## config.mk

```make
export PLATFORM = sky130hd
export DESIGN_NAME = clk_div_manager_flat
export DESIGN_NICKNAME = d
export VERILOG_FILES = /design/src/rtl/clk_div_manager_if.sv /design/src/rtl/clk_div_manager.sv /design/src/flat_wrapper.sv
export SDC_FILE = /design/constraint.sdc
export NUM_CORES = 1
export LEC_CHECK = 0
export CORE_MARGIN = 5
export CORE_UTILIZATION = 38
export DETAILED_ROUTE_END_ITERATION = 6
export GPL_TIMING_DRIVEN = 0
export PLACE_DENSITY_LB_ADDON = 0.2
export REMOVE_ABC_BUFFERS = 1
export SYNTH_ARGS = -nofsm -noshare
export SYNTH_HDL_FRONTEND = slang
export SYNTH_SLANG_ARGS = --single-unit
```

## constraint.sdc

```tcl
create_clock -name sys_clk -period 5.6 [get_ports sys_clk]
set_clock_uncertainty 0.05 [all_clocks]
set_input_delay 0.56 -clock sys_clk [delete_from_list [all_inputs] [get_ports sys_clk]]
set_output_delay 0.56 -clock sys_clk [all_outputs]
set_load 0.05 [all_outputs]
```

## src/rtl/clk_div_manager_if.sv

```systemverilog
// Ratio-write handshake between the timebase controller and clk_div_manager.
// master drives the write offer; slave (the divider block) returns cfg_ready.
interface clk_div_manager_if #(
    parameter int unsigned NUM_CH = 4,
    parameter int unsigned DIV_W  = 16
);
    localparam int unsigned CH_W = (NUM_CH > 1) ? $clog2(NUM_CH) : 1;

    logic             cfg_valid;
    logic             cfg_ready;
    logic [CH_W-1:0]  cfg_ch;
    logic [DIV_W-1:0] cfg_div;

    modport master (
        output cfg_valid,
        output cfg_ch,
        output cfg_div,
        input  cfg_ready
    );

    modport slave (
        input  cfg_valid,
        input  cfg_ch,
        input  cfg_div,
        output cfg_ready
    );
endinterface

```

## src/rtl/clk_div_manager.sv

```systemverilog
// Multi-channel clock-enable generator with post-reset lock and runtime ratio reload.
// CLKDIV_GLITCHFREE_EN: defer new ratios to the channel's next wrap instead of restarting.
module clk_div_manager #(
    parameter int unsigned NUM_CH      = 4,
    parameter int unsigned DIV_W       = 16,
    parameter int unsigned DIV_INIT    = 2,
    parameter int unsigned LOCK_CYCLES = 64
) (
    input  logic              sys_clk,
    input  logic              rst_n,
    clk_div_manager_if.slave  cfg,
    output logic [NUM_CH-1:0] clk_en_o,
    output logic [NUM_CH-1:0] clk_out_o,
    output logic              locked_o
);
    localparam int unsigned CH_W   = (NUM_CH > 1) ? $clog2(NUM_CH) : 1;
    localparam int unsigned LOCK_W = (LOCK_CYCLES > 1) ? $clog2(LOCK_CYCLES) : 1;
    localparam logic [LOCK_W-1:0] LockLast = LOCK_W'(LOCK_CYCLES - 1);

    typedef enum logic [0:0] {StInit, StRun} state_e;

    state_e                         state_q, state_d;
    logic [LOCK_W-1:0]              lock_cnt_q, lock_cnt_d;
    logic                           locked_q, ready_q;
    logic [NUM_CH-1:0]              en_q, en_d, out_q, out_d;
    logic [NUM_CH-1:0][DIV_W-1:0]   cnt_q, cnt_d, div_q, div_d, half_d;
    logic [NUM_CH-1:0]              wr_ch, wrap_ch;
    logic [DIV_W-1:0]               new_div;
`ifdef CLKDIV_GLITCHFREE_EN
    logic [NUM_CH-1:0]              pend_q, pend_d;
    logic [NUM_CH-1:0][DIV_W-1:0]   pend_div_q, pend_div_d;
`endif

    assign cfg.cfg_ready = ready_q;
    assign locked_o      = locked_q;
    assign clk_en_o      = en_q;
    assign clk_out_o     = out_q;

    // A zero ratio behaves as divide-by-one.
    assign new_div = (cfg.cfg_div == '0) ? DIV_W'(1) : cfg.cfg_div;

    always_comb begin
        state_d    = state_q;
        lock_cnt_d = lock_cnt_q;
        case (state_q)
            StInit: begin
                if (lock_cnt_q == LockLast) begin
                    state_d = StRun;
                end else begin
                    lock_cnt_d = lock_cnt_q + LOCK_W'(1);
                end
            end
            StRun:   state_d = StRun;
            default: state_d = StInit;
        endcase
    end

    always_comb begin
        wr_ch   = '0;
        wrap_ch = '0;
        for (int i = 0; i < NUM_CH; i++) begin
            wr_ch[i]   = cfg.cfg_valid && ready_q && (cfg.cfg_ch == CH_W'(i));
            wrap_ch[i] = (cnt_q[i] == div_q[i] - DIV_W'(1));
        end
    end

    // Counters only advance once locked_q is high, so every channel leaves 0 together.
    always_comb begin
        cnt_d = cnt_q;
        div_d = div_q;
`ifdef CLKDIV_GLITCHFREE_EN
        pend_d     = pend_q;
        pend_div_d = pend_div_q;
`endif
        for (int i = 0; i < NUM_CH; i++) begin
            if (locked_q) begin
                cnt_d[i] = wrap_ch[i] ? '0 : cnt_q[i] + DIV_W'(1);
`ifdef CLKDIV_GLITCHFREE_EN
                if (wr_ch[i]) begin
                    pend_d[i]     = 1'b1;
                    pend_div_d[i] = new_div;
                end
                if (wrap_ch[i]) begin
                    if (wr_ch[i]) begin
                        div_d[i] = new_div;
                    end else if (pend_q[i]) begin
                        div_d[i] = pend_div_q[i];
                    end
                    pend_d[i] = 1'b0;
                end
`else
                if (wr_ch[i]) begin
                    div_d[i] = new_div;
                    cnt_d[i] = '0;
                end
`endif
            end
        end
    end

    // Outputs are registered from next-state values so they line up with cnt_q.
    always_comb begin
        en_d   = '0;
        out_d  = '0;
        half_d = '0;
        for (int i = 0; i < NUM_CH; i++) begin
            half_d[i] = (div_d[i] >> 1) + DIV_W'(div_d[i][0]);
            if (state_q == StRun) begin
                en_d[i]  = (cnt_d[i] == div_d[i] - DIV_W'(1));
                out_d[i] = (cnt_d[i] < half_d[i]);
            end
        end
    end

    always_ff @(posedge sys_clk or negedge rst_n) begin
        if (!rst_n) begin
            state_q    <= StInit;
            lock_cnt_q <= '0;
            locked_q   <= 1'b0;
            ready_q    <= 1'b0;
            en_q       <= '0;
            out_q      <= '0;
            cnt_q      <= '0;
            for (int i = 0; i < NUM_CH; i++) begin
                div_q[i] <= DIV_W'(DIV_INIT);
            end
`ifdef CLKDIV_GLITCHFREE_EN
            pend_q     <= '0;
            pend_div_q <= '0;
`endif
        end else begin
            state_q    <= state_d;
            lock_cnt_q <= lock_cnt_d;
            locked_q   <= (state_q == StRun);
            ready_q    <= (state_q == StRun);
            en_q       <= en_d;
            out_q      <= out_d;
            cnt_q      <= cnt_d;
            div_q      <= div_d;
`ifdef CLKDIV_GLITCHFREE_EN
            pend_q     <= pend_d;
            pend_div_q <= pend_div_d;
`endif
        end
    end
endmodule

```

## src/flat_wrapper.sv

```systemverilog
// flat-port wrapper written by rule: the top's interface ports become plain ports
module clk_div_manager_flat 
#(
    parameter int unsigned NUM_CH      = 4,
    parameter int unsigned DIV_W       = 16,
    parameter int unsigned DIV_INIT    = 2,
    parameter int unsigned LOCK_CYCLES = 64
)
  (sys_clk, rst_n, clk_en_o, clk_out_o, locked_o, cfg_cfg_valid, cfg_cfg_ch, cfg_cfg_div, cfg_cfg_ready);
  clk_div_manager_if #(.NUM_CH(NUM_CH), .DIV_W(DIV_W)) cfg_i ();
  input  logic sys_clk;
  input  logic rst_n;
  output logic [NUM_CH-1:0] clk_en_o;
  output logic [NUM_CH-1:0] clk_out_o;
  output logic locked_o;
  input wire logic [$bits(cfg_i.cfg_valid)-1:0] cfg_cfg_valid;
  input wire logic [$bits(cfg_i.cfg_ch)-1:0] cfg_cfg_ch;
  input wire logic [$bits(cfg_i.cfg_div)-1:0] cfg_cfg_div;
  output wire logic [$bits(cfg_i.cfg_ready)-1:0] cfg_cfg_ready;
  assign cfg_i.cfg_valid = cfg_cfg_valid;
  assign cfg_i.cfg_ch = cfg_cfg_ch;
  assign cfg_i.cfg_div = cfg_cfg_div;
  assign cfg_cfg_ready = cfg_i.cfg_ready;
  clk_div_manager #(.NUM_CH(NUM_CH), .DIV_W(DIV_W), .DIV_INIT(DIV_INIT), .LOCK_CYCLES(LOCK_CYCLES)) u_core (.sys_clk(sys_clk), .rst_n(rst_n), .cfg(cfg_i), .clk_en_o(clk_en_o), .clk_out_o(clk_out_o), .locked_o(locked_o));
endmodule
```

==> impl_results.md <==
* Routed WL per cell at ~21 um
* Count leader, synth: nand2_1
* DP Area at around 16000 um^2
* Non-Filler Instances at 2420
* Fin. max-slew vios at 0
* Status: finished, final reports clean
* CORE AREA at ~39000 um^2
* Register area share after synthesis at approximately a quarter
* Final critical-path required period at around 5300 ps
* Final Hold Viols at 0
* Ys Warns at 0
* Maximum VDD drop at between 150 and 200 uV
* F_max at 0.1873 GHz
* Synth area leader: dfrtp_1
* DR pass1 iterations at 6
* CTS buffer count at 17
* Vias per cell at ~6
* Worst slew pin tran at just over 1000 ps
* Max_cap viols at 0
* Overall die height at ~210 um
* Clk_lat worst skew at approximately 450 ps
* Final setup vio count at 0
* Rows at 72
* Post-synth top area share at a little under a quarter
* Via Count at between 10000 and 15000
* DIE AREA at ~44000 um^2
* CTS tree: built
* Crit-path max FO at 9
* CP Capture Type: register
* Largest cells by area after synthesis: dfrtp_1 (23%), xnor2_1 (10%), ha_1 (6.8%)
* Sw Ratio at about a quarter
* I/O Buffers at 30
* Hold/Removal Path Class: in -> async
* CP Buf/Inv Count at 2
* Post-route ant nets at 0
* P_int at about 1900 uW
* CTS clk-pin slew, worst paths at roughly 70 ps
* Seq pwr share at a little over two fifths
* Detailed Route Iter0 Violations at around 1500
* Fin nets at 1991
* Area growth from synthesis to layout at 9.649%
* Yosys cell types at 93
* Sw power at between 500 and 600 uW
* Detailed Place HPWL at approximately 37000 um
* Cell area after layout at between 15000 and 20000 um^2
* Worst path arrival time at about 5600 ps
* # DRC at 0
* Die X at about 210 um
* Clock network power share at a little over half
* RSZ-0062 raised after global routing: false
* Vias in the first global route at ~14000
* Multi-input logic area at between 10000 and 15000 um^2
* Number of I/O pins at 31
* Post-Syn Area at between 10000 and 15000 um^2
* Sink Count at 144
* R2R Path Start: u_core.div_q[48]
* Max incr delay on CP at between 700 and 800 ps
* CTS root buf: clkbuf_16
* Placed Cells at 2373
* Fillers at approximately 3800
* #FFs+latches synth at around 140
* Critical path cell sequence: clkdlybuf4s50_1 > nor4_4 > a41oi_2 > nor2_1 > a21oi_1 > inv_1 > ha_1 > nand3_1 > nor3b_4 > nand2_1 > xnor2_1 > ha_1 > a21o_1 > a21oi_1 > nor2b_1 > o21ai_0 > nand2b_1 > a21oi_1 > nor2b_1 > o21ai_0 > nand4b_1 > a31oi_1
* Rel. slew slack at around 31%
* First-pass GRT wire length at roughly 80000 um
* Combinational share of power at 3.6%
* Total power at 2419 uW
* Synth Flop Type: dfrtp_1
* CP required at 5890 ps
* Leakage at 0.006808 uW
* CP startpoint: cfg_cfg_div[5]
* H-tree depth at 4
* Critical path class: in -> reg
* Critical path's most frequent cell: a21oi_1
* Crit path launch type: input port
* Share of cells above drive strength 1 at 5.626%
* Clock Path Buffers at 2
* Pin count of the biggest net entering global routing at 78
* Critical path's slowest cell: clkdlybuf4s50_1
* Final Cycle Share at 95.34%
* Register Area at roughly 3600 um^2
* Final RePlAce weighted congestion at ~0.9
* Initial antenna violation count at 0
* Average footprint of a synthesized cell at slightly below 8 um^2
* CP top delay family: simple AND/OR/NAND/NOR gates
* EDFF count, synth at 0
* Detailed Route WL at around 50000 um
* Ant diodes at 0
* Starting Density at ~39%
* Syn Inst Count at ~1900
* CTS Hold Bufs at 0
* Final Hold Slack at 15.37 ps
* Synth top cells by count: nand2_1 (203), xnor2_1 (174), dfrtp_1 (140)
* Cell area power density at 147.1 nW/um^2
* Global-route usage over all layers at between 20 and 25%
* Async S/R FF share, synth at 100.0%
* Remaining Overflow, GRT at 0
## layout make-up
type | instances | area share, %
clock inverters | 6 | 0.7917
multi-input cells | 1576 | 64.89
flip-flops and latches | 144 | 21.98
clock buffers | 26 | 3.037
repair buffers | 45 | 2.953
inverters | 105 | 2.398
well taps | 518 | 3.943
## metal layers
| metal | GRT usage, % | up-vias | wire length, um |
|---|---|---|---|
| met5 | 0 | - | 0 |
| met4 | 8.393 | 0 | 1917 |
| met3 | 2.879 | 111 | 3089 |
| met2 | 35.81 | 581 | 22850 |
| met1 | 30.80 | 6990 | 22500 |
| li1 | - | 6857 | - |
## path summary, 6_finish.rpt
path | endpoint | slack, ps | cells after the start
min reg2reg | u_core.lock_cnt_q[5] | 420 | 1
min | u_core.div_q[15] | 20 | 1
max | u_core.clk_out_o[0] | 260 | 22
min in group sys_clk | u_core.lock_cnt_q[5] | 420 | 1
max reg2reg | u_core.clk_out_o[3] | 460 | 20
max in group asynchronous | u_core.div_q[49] | 4650 | 2
## kinds of logic (layout without fill, tap and decap cells)
kind of cell,after synthesis,count (layout),synth area share [%]
xor+xnor,242,242,14.32
mux,58,58,3.931
simple gates,815,819,28.39
buf+inv,224,182,5.859
flops,144,144,24.07
compound gates,376,376,16.66
fa+ha+maj,81,81,6.761
## placed cells by master, fill, tap and decap left out, drive strengths merged, types with 21 or more instances in the layout
master / n
and3: 44
nor2b: 24
nand2: 203
nand2b: 22
xor2: 66
nand3: 84
a21oi: 81
nor2: 139
ha: 81
nor3: 91
o21ai: 105
nor4: 45
inv: 105
clkbuf: 26
mux2i: 51
xnor2: 174
dfrtp: 140
clkdlybuf4s50: 28
a31oi: 21
nand4: 50
## sequential cells by signal (all words and copies together), names as in the netlist
signal	flops
u_core.clk_out_o	4
u_core.div_q	64
u_core.state_q	1
u_core.cnt_q	64
u_core.locked_o	1
u_core.clk_en_o	4
u_core.lock_cnt_q	6
## worst register-to-register path, stage by stage, from the launching register on
cell and delay (ps):
dfrtp_1 450, inv_1 90, ha_1 190, or3b_1 460
o21ai_0 230, or4b_1 490, a31o_2 260, nor4_2 430
o21a_1 610, nor2_1 200, ha_1 350, a21o_1 160
a21oi_1 140, nor2b_1 50, o21ai_0 160, nand2b_1 70
a21oi_1 170, nor2b_1 60, o21ai_0 150, nand3b_1 90
a21oi_1 190
## stage by stage
step / util (%) / worst slack, ps / TNS [ps]
floorplan: - / -1490 / -7150
CTS: 41.87 / 15.71 / 0
global placement: 39.80 / -4004 / -475480
global route: 42.33 / 5.407 / 0
detailed placement: 40.10 / -1134 / -4356
finish: 42.33 / 261.1 / 0
## repair_timing
item,CTS,global route
endpoints found under the setup margin,5,6
setup buffers,0,11
cloned,1,3
resized for setup,9,14
pin swaps,0,4
## power by group through the flow
stage	Clock, uW	Sequential [uW]	Combinational, uW
finish	1290	1040	86.6
global route	1350	1040	94.1
CTS	1310	1040	84.6
detailed placement	0	1060	81.1
global placement	0	1060	76.5
floorplan	0	1060	8.97
(Power assumes the default switching activity.)
